`config.mk`:
```
export PLATFORM = sky130hd
export DESIGN_NAME = pipe_skid_buffer
export DESIGN_NICKNAME = d
export VERILOG_FILES = /design/src/rtl/pipe_pkg.sv /design/src/rtl/pipe_stage_reg.sv /design/src/rtl/pipe_skid_buffer.sv
export SDC_FILE = /design/constraint.sdc
export NUM_CORES = 1
export LEC_CHECK = 0
export ABC_CLOCK_PERIOD_IN_PS = 10300
export CAP_MARGIN = 0
export CORE_ASPECT_RATIO = 1.1
export CORE_MARGIN = 1.5
export CORE_UTILIZATION = 53
export DETAILED_ROUTE_END_ITERATION = 10
export PLACE_DENSITY_LB_ADDON = 0.1
export SKIP_CTS_REPAIR_TIMING = 1
export SYNTH_ARGS = -nofsm -noshare
export SYNTH_HDL_FRONTEND = slang
export SYNTH_SLANG_ARGS = --single-unit
```
`constraint.sdc`:
```
create_clock -name clk -period 10.3 [get_ports clk]
set_input_delay 1.545 -clock clk [delete_from_list [all_inputs] [get_ports clk]]
set_output_delay 1.545 -clock clk [all_outputs]
set_load 0.02 [all_outputs]
```
`src/rtl/pipe_pkg.sv`:
```
// Shared definitions for the EX/MEM skid buffer: buffer state encoding,
// default control width and bit positions inside the control field.
// Optional feature macro used by pipe_skid_buffer: PIPE_BUF_FLUSH_EN.
package pipe_pkg;

    // Number of buffered entries held by the skid buffer
    typedef enum logic [1:0] {
        EMPTY = 2'd0,
        ONE   = 2'd1,
        FULL  = 2'd2
    } buf_state_t;

    // Default control-field width: reg write, mem-to-reg, mem write, mem read, branch
    localparam int CTRL_W_DEFAULT = 5;

    // Bit positions of the individual control flags
    localparam int CTRL_BRANCH  = 0;
    localparam int CTRL_MEM_RD  = 1;
    localparam int CTRL_MEM_WR  = 2;
    localparam int CTRL_MEM2REG = 3;
    localparam int CTRL_REG_WR  = 4;

    // Maps a buffer state onto the count of held entries
    function automatic logic [1:0] state_occupancy(input buf_state_t s);
        case (s)
            EMPTY:   state_occupancy = 2'd0;
            ONE:     state_occupancy = 2'd1;
            FULL:    state_occupancy = 2'd2;
            default: state_occupancy = 2'd0;
        endcase
    endfunction

endpackage

```
`src/rtl/pipe_stage_reg.sv`:
```
// One {valid, ctrl, data} pipeline register with asynchronous reset and a
// load enable. The skid buffer instances it twice (main and skid entry).
// Optional feature macro of the enclosing design: PIPE_BUF_FLUSH_EN (unused here).
module pipe_stage_reg #(
    parameter int                 DATA_W  = 69,
    parameter int                 CTRL_W  = 5,
    parameter logic [DATA_W-1:0]  RST_VAL = '0
) (
    input  logic              clk,
    input  logic              reset,
    input  logic              load,
    input  logic              next_valid,
    input  logic [CTRL_W-1:0] next_ctrl,
    input  logic [DATA_W-1:0] next_data,
    output logic              valid,
    output logic [CTRL_W-1:0] ctrl,
    output logic [DATA_W-1:0] data
);

    // Capture a new entry when loaded; reset returns the entry to a bubble
    always_ff @(posedge clk or posedge reset) begin
        if (reset) begin
            valid <= 1'b0;
            ctrl  <= '0;
            data  <= RST_VAL;
        end else if (load) begin
            valid <= next_valid;
            ctrl  <= next_ctrl;
            data  <= next_data;
        end
    end

endmodule

```
`src/rtl/pipe_skid_buffer.sv`:
```
// Two-entry skid buffer between EX and MEM. The main entry drives the
// outputs; the skid entry catches a beat accepted while MEM is stalled so
// that in_ready can be registered without losing data.
// Optional feature macro: PIPE_BUF_FLUSH_EN adds the flush (pipeline kill) port.
module pipe_skid_buffer
    import pipe_pkg::*;
#(
    parameter int                 DATA_W  = 69,
    parameter int                 CTRL_W  = CTRL_W_DEFAULT,
    parameter logic [DATA_W-1:0]  RST_VAL = '0
) (
    input  logic              clk,
    input  logic              reset,
    input  logic              in_valid,
    output logic              in_ready,
    input  logic [CTRL_W-1:0] in_ctrl,
    input  logic [DATA_W-1:0] in_data,
    output logic              out_valid,
    input  logic              out_ready,
    output logic [CTRL_W-1:0] out_ctrl,
    output logic [DATA_W-1:0] out_data,
`ifdef PIPE_BUF_FLUSH_EN
    input  logic              flush,
`endif
    output logic [1:0]        occupancy
);

    buf_state_t        state;
    buf_state_t        next_state;

    logic              in_accept;
    logic              out_accept;

    logic              main_load;
    logic              main_next_valid;
    logic [CTRL_W-1:0] main_next_ctrl;
    logic [DATA_W-1:0] main_next_data;
    logic              main_valid;
    logic [CTRL_W-1:0] main_ctrl;
    logic [DATA_W-1:0] main_data;

    logic              skid_load;
    logic              skid_next_valid;
    logic [CTRL_W-1:0] skid_next_ctrl;
    logic [DATA_W-1:0] skid_next_data;
    logic              skid_valid;
    logic [CTRL_W-1:0] skid_ctrl;
    logic [DATA_W-1:0] skid_data;

    assign in_accept  = in_valid & in_ready;
    assign out_accept = main_valid & out_ready;

    // Main entry: the beat currently presented to MEM
    pipe_stage_reg #(
        .DATA_W  (DATA_W),
        .CTRL_W  (CTRL_W),
        .RST_VAL (RST_VAL)
    ) u_main (
        .clk        (clk),
        .reset      (reset),
        .load       (main_load),
        .next_valid (main_next_valid),
        .next_ctrl  (main_next_ctrl),
        .next_data  (main_next_data),
        .valid      (main_valid),
        .ctrl       (main_ctrl),
        .data       (main_data)
    );

    // Skid entry: the second beat held while MEM stalls
    pipe_stage_reg #(
        .DATA_W  (DATA_W),
        .CTRL_W  (CTRL_W),
        .RST_VAL (RST_VAL)
    ) u_skid (
        .clk        (clk),
        .reset      (reset),
        .load       (skid_load),
        .next_valid (skid_next_valid),
        .next_ctrl  (skid_next_ctrl),
        .next_data  (skid_next_data),
        .valid      (skid_valid),
        .ctrl       (skid_ctrl),
        .data       (skid_data)
    );

    // Next state and entry steering; a load without a new beat writes a bubble
    always_comb begin
        next_state      = state;
        main_load       = 1'b0;
        main_next_valid = 1'b0;
        main_next_ctrl  = '0;
        main_next_data  = RST_VAL;
        skid_load       = 1'b0;
        skid_next_valid = 1'b0;
        skid_next_ctrl  = '0;
        skid_next_data  = RST_VAL;

        case (state)
            EMPTY: begin
                if (in_accept) begin
                    main_load       = 1'b1;
                    main_next_valid = 1'b1;
                    main_next_ctrl  = in_ctrl;
                    main_next_data  = in_data;
                    next_state      = ONE;
                end
            end
            ONE: begin
                if (in_accept && out_accept) begin
                    main_load       = 1'b1;
                    main_next_valid = 1'b1;
                    main_next_ctrl  = in_ctrl;
                    main_next_data  = in_data;
                end else if (in_accept) begin
                    skid_load       = 1'b1;
                    skid_next_valid = 1'b1;
                    skid_next_ctrl  = in_ctrl;
                    skid_next_data  = in_data;
                    next_state      = FULL;
                end else if (out_accept) begin
                    main_load  = 1'b1;
                    next_state = EMPTY;
                end
            end
            FULL: begin
                if (out_accept) begin
                    main_load       = 1'b1;
                    main_next_valid = skid_valid;
                    main_next_ctrl  = skid_ctrl;
                    main_next_data  = skid_data;
                    skid_load       = 1'b1;
                    next_state      = ONE;
                end
            end
            default: begin
                main_load  = 1'b1;
                skid_load  = 1'b1;
                next_state = EMPTY;
            end
        endcase

`ifdef PIPE_BUF_FLUSH_EN
        if (flush) begin
            main_load       = 1'b1;
            main_next_valid = 1'b0;
            main_next_ctrl  = '0;
            main_next_data  = RST_VAL;
            skid_load       = 1'b1;
            skid_next_valid = 1'b0;
            skid_next_ctrl  = '0;
            skid_next_data  = RST_VAL;
            next_state      = EMPTY;
        end
`endif
    end

    // State register; in_ready is registered from the next state so it stays low through reset
    always_ff @(posedge clk or posedge reset) begin
        if (reset) begin
            state    <= EMPTY;
            in_ready <= 1'b0;
        end else begin
            state    <= next_state;
            in_ready <= (next_state != FULL);
        end
    end

    assign out_valid = main_valid;
    assign out_ctrl  = main_valid ? main_ctrl : '0;
    assign out_data  = main_data;
    assign occupancy = state_occupancy(state);

endmodule
```
; Word level (Yosys, flattened, before mapping)
; Index checks and enable logic that the tools add are counted.
[op_classes]
n_eq_ne = 3
muxes = 31
bitwise_logic = 2
reduce_logical = 2
[op_table]
columns = op, count
row1 = $mux 69, 5
row2 = $pmux 69 s3, 1
row3 = $mux 5, 6
row4 = $pmux 5 s3, 1
row5 = $mux 2, 5
row6 = $pmux 1 s3, 3
row7 = $mux 1, 8
row8 = $pmux 2 s3, 1
row9 = $pmux 2 s2, 1
row10 = $and 1x1->1, 2
row11 = $eq 2x1->1 const B, 1
row12 = $eq 2x2->1 const B, 1
row13 = $logic_not 2->1, 1
row14 = $ne 2x2->1 const B, 1
row15 = $logic_and 1x1->1, 1
[word_totals]
wordCells = 46
ff_bits = 153
in_bits = 78

; Longest topological paths before layout
[logic_depth]
ltp_word = 6
depth_mapped = 7
ltp_nobuf = 4

; Hierarchy
; From an unflattened synthesis, not the netlist that was laid out.
[hier_totals]
cells_unflattened = 611
area_unflattened_um2 = 7763.7
[by_module_without_submodules]
columns = mod, cells_per_inst, n_inst, area_each_um2, seq_area_each_um2
row1 = pipe_stage_reg, 159, 2, 2990.4, 1876.8
row2 = pipe_skid_buffer, 293, 1, 1783.0, 75.1

; Worst setup path after synthesis
; No wires, ideal clock.
[synth_path]
path_kind = input port to flip-flop
startpoint = input port in_valid
endpoint = register u_main.data[43]
setup_ns = 0.126
required_ns = 10.174
path_buffers = 2
path_stages = 5
setup_slack_ns = 7.660
t_arrival_ns = 2.514
cell_sequence = nand2_1 -> a22o_1 -> buf_2 -> buf_6 -> a221o_1
[synth_between]
elab_chain_cells = 4
[synth_rtl]
columns = element, line
row1 = from (decl), pipe_skid_buffer.sv:14  ; input logic in_valid,
row2 = $and 1x1->1 *, pipe_skid_buffer.sv:50  ; assign in_accept = in_valid & in_ready;
row3 = $mux 1 / $logic_and 1x1->1 (equally long branches), "pipe_skid_buffer.sv:115, pipe_skid_buffer.sv:110"
row4 = $mux 1 / $mux 69 (equally long branches), pipe_skid_buffer.sv:110  ; if (in_accept && out_accept) begin
row5 = $pmux 1 s3 / $pmux 69 s3 (equally long branches), pipe_skid_buffer.sv:99  ; case (state)
row6 = to (signal assigned), pipe_stage_reg.sv:29  ; data <= next_data;
row7 = to (decl), pipe_stage_reg.sv:17  ; output logic [DATA_W-1:0] data
; Every way passes the cells marked *; elsewhere a longest branch is shown, timed or not.
; A chain may end at the register's enable or synchronous reset.

; Worst setup path after layout
[layout_path]
startpoint = input port out_ready
endpoint = register u_skid.data[21]
[layout_between]
elab_chain_cells = 4
[layout_rtl]
columns = element, line
row1 = from (decl), pipe_skid_buffer.sv:19  ; input logic out_ready,
row2 = $and 1x1->1 *, pipe_skid_buffer.sv:51  ; assign out_accept = main_valid & out_ready;
row3 = $logic_and 1x1->1, pipe_skid_buffer.sv:110
row4 = $mux 1 / $mux 69 (equally long branches), pipe_skid_buffer.sv:110
row5 = $pmux 1 s3 / $mux 69 (equally long branches), pipe_skid_buffer.sv:99
row6 = to (signal assigned), pipe_stage_reg.sv:29
row7 = to (decl), pipe_stage_reg.sv:17
; Marked as above.

==> summary.md <==
| Metric | Value |
|---|---|
| Hold Path Class | `flip-flop to flip-flop` |
| Worst EP arrival | `4040 ps` |
| Mapped cell area | `6314 um2` |
| Root Buffer | `clkbuf_16` |
| Std-Cell Core Area | `11,540 um2` |
| Syn Inst Count | `536` |
| GR Layer Usage met1 | `35.76%` |
| Setup crit start kind | `input pin` |
| Post-synth net total | `614` |
| DRC | `0` |
| WL/cell | `19.34 um` |
| GRT Max-Usage Layer | `met2` |
| RSZ-0062 raised after global routing | `no` |
| DR pass1 iterations | `6` |
| Port bufs | `155` |
| First-pass GRT wire length | `about 27,000 um` |
| Number of synthesized register bits | `153` |
| Vias in the first global route | `roughly 5,300` |
| GP Congestion | `a little over 0.8` |
| Worst setup EP type | `flip-flop` |
| Final Hold Vio Count | `0` |
| Switching Fraction | `between 30% and 40%` |
| Crit Path Class | `input pin to flip-flop` |
| Clock Power Share | `approximately 22%` |
| Cell family with most CP delay | `buffers and inverters` |
| Nets | `between 700 and 800` |
| Max Buffers Root-to-Sink | `2` |
| Slew HR | `37.38%` |
| Share of cells above drive strength 1 | `6.442%` |
| Fin util | `73.16%` |
| # IOs | `156` |
| Setup Total Neg Slack | `0 ps` |
| Drt total wl | `16,110 um` |
| Area grow syn2layout | `33.75%` |
| Drt initial violations | `443` |
| YS warnings | `0` |
| Switching power | `1.006 mW` |
| Via count | `5,099` |
| Sequential cell fraction of total power | `~37%` |
| Crit-path max FO | `42` |
| Cell Int Power | `approximately 1.7 mW` |
| Routed Antenna Nets | `0` |
| Num rows | `41` |
| M2 GR Usage | `42.48%` |
| # setup viols final | `0` |
| Antenna Cells | `0` |
| Die H | `about 120 um` |
| Max Clock Skew | `7.139 ps` |
| Largest net degree at the start of global routing | `approximately 80` |
| Static Leak | `3.880 nW` |
| CTS tree | `built` |
| Final min period | `between 3000 and 4000 ps` |
| Status | `finished, final reports clean` |
| Avg Vias per Cell | `6.121` |
| Worst path slowest cell | `buf_4` |
| WP buf/inv | `3` |
| Gate power share | `roughly two fifths` |
| Clk_lat worst skew | `roughly 410 ps` |
| Sequential share of the synthesized area | `approximately 61%` |
| Synth unique cells | `26` |
| Remaining Overflow, GRT | `0` |
| Peak supply drop | `about 0.17 mV` |
| Max Clock Freq | `0.2700 GHz` |
| Routing usage on met3 | `around 7.4%` |
| Detail Placement HPWL | `9715 um` |
| Fin crit share | `35.96%` |
| Initial antenna violation count | `0` |
| PD cells | `317.5 nW/um2` |
| H-tree depth | `4` |
| Crit path largest cell delay | `540 ps` |
| Die width | `roughly 110 um` |
| CTS Buf Count | `17` |
| Die ar. | `12,580 um2` |
| Max_cap viols | `0` |
| CTS sink cnt | `around 150` |
| Initial Utilization | `54.70%` |
| Syn Area/Cell | `11.78 um2` |
| Overall Global Routing Usage | `a little over a quarter` |
| Slew Viols, Final | `0` |
| CP required | `10,640 ps` |
| CP most frequent cell | `buf_4` |
| Worst-path clk slew | `60 ps` |
| Crit-path cells | `clkdlybuf4s50_1, and2_1, buf_4, o21ai_0, o21ai_4, buf_4, a22o_1` |
| Worst-Margin Slew | `939.3 ps` |
-- path summary, 6_finish.rpt --
path,startpoint,to,slack (ps),cells after the start
min reg2reg,u_main.data[27]$_DFFE_PP0P_,u_main.data[27]$_DFFE_PP0P_,500,2
min in group asynchronous,reset,u_main.data[68]$_DFFE_PP0P_,1620,2
max reg2reg,u_main.valid$_DFFE_PP0P_,u_skid.data[21]$_DFFE_PP0P_,7680,5
max in group asynchronous,reset,u_skid.data[27]$_DFFE_PP0P_,7250,3
min,u_main.data[27]$_DFFE_PP0P_,u_main.data[27]$_DFFE_PP0P_,500,2
max,out_ready,u_skid.data[21]$_DFFE_PP0P_,6600,7
-- Yosys cell counts, drive strengths merged --
library cell,n,area (um2)
nand2,76,287.8
nor2b,1,6.260
o21bai,1,7.510
o21ai,6,30.02
and2,6,37.54
buf,40,236.5
a222oi,38,380.4
a21oi,39,195.2
xor2,1,8.760
a21o,1,7.510
dfrtp,153,3829
o2bb2ai,1,8.760
nand3,1,5.000
nand2b,1,6.260
inv,42,157.7
clkbuf,10,37.54
a211oi,1,12.51
a22o,77,674.4
nor3,1,10.01
nor2,4,15.01
a221o,36,360.4
-- power by group through the flow --
stage	Sequential, mW	Clock, mW	Combinational [mW]
after floorplan	1.06	0	0.637
after global placement	0.971	0	1.09
after detailed placement	0.976	0	1.12
after CTS	0.977	0.591	1.13
after global routing	1.01	0.618	1.21
final	0.979	0.581	1.12
-- metal layers --
layer | wire (um) | part of all wire [%] | up-vias
li1 | - | - | 2277
met1 | 6542 | 41 | 2593
met2 | 8237 | 51 | 212
met3 | 1148 | 7.1 | 17
met4 | 181 | 1.1 | 0
met5 | 0 | 0 | -
-- layout by cell type, fill, tap and decap left out, types with 5 or more instances in the layout --
master	instances
clkdlybuf4s50_1	155
dfrtp_1	153
a22o_1	77
nand2_1	75
inv_1	41
a21oi_1	39
a222oi_1	38
a221o_1	36
clkbuf_16	17
buf_4	11
and2_1	6
o21ai_0	5
-- stage by stage --
stage	setup slack (ps)	cell area (um2)	std cells	power [mW]	hold WS (ps)
global route	6415	8444	833	2.830	515.6
floorplan	4634	6314	536	1.699	450.9
finish	6596	8444	833	2.681	496.3
CTS	6625	8444	833	2.695	498.3
global placement	6249	7894	802	2.060	474.3
detailed placement	6211	7894	802	2.099	474.1
-- registers in the layout, summed over array words and instances (netlist names) --
register and cells:
u_skid.ctrl 5, in_ready 1, state 2, u_main.data 69, u_skid.data 69, u_skid.valid 1
u_main.ctrl 5, u_main.valid 1
-- logic make-up (layout without fill, tap and decap cells) --
kind of cell           after synthesis  count (layout)  synth area share (%)
AO/OA/AOI/OAI                      200             200                 26.56
XOR/XNOR                             1               1                0.1387
buffers and inverters               92             239                 6.837
flip-flops                         153             153                 60.64
AND/OR/NAND/NOR                     90              90                 5.827
-- worst min-delay path, delay by kind of cell, from the launching register on --
| family | cells | cell delay, ps |
|---|---|---|
| AOI/OAI and AO/OA | 1 | 70 |
| DFF | 1 | 340 |
| buffers and inverters | 1 | 50 |
-- area by class of cell --
| class | count | area [um2] |
|---|---|---|
| flip-flops and latches | 153 | 3829 |
| fillers | 809 | 3098 |
| multi-input cells | 291 | 2081 |
| repair buffers | 166 | 1634 |
| clock buffers | 24 | 481.7 |
| well taps | 150 | 187.7 |
| inverters | 42 | 162.7 |
| clock inverters | 7 | 68.82 |
(Power assumes the default switching activity.)
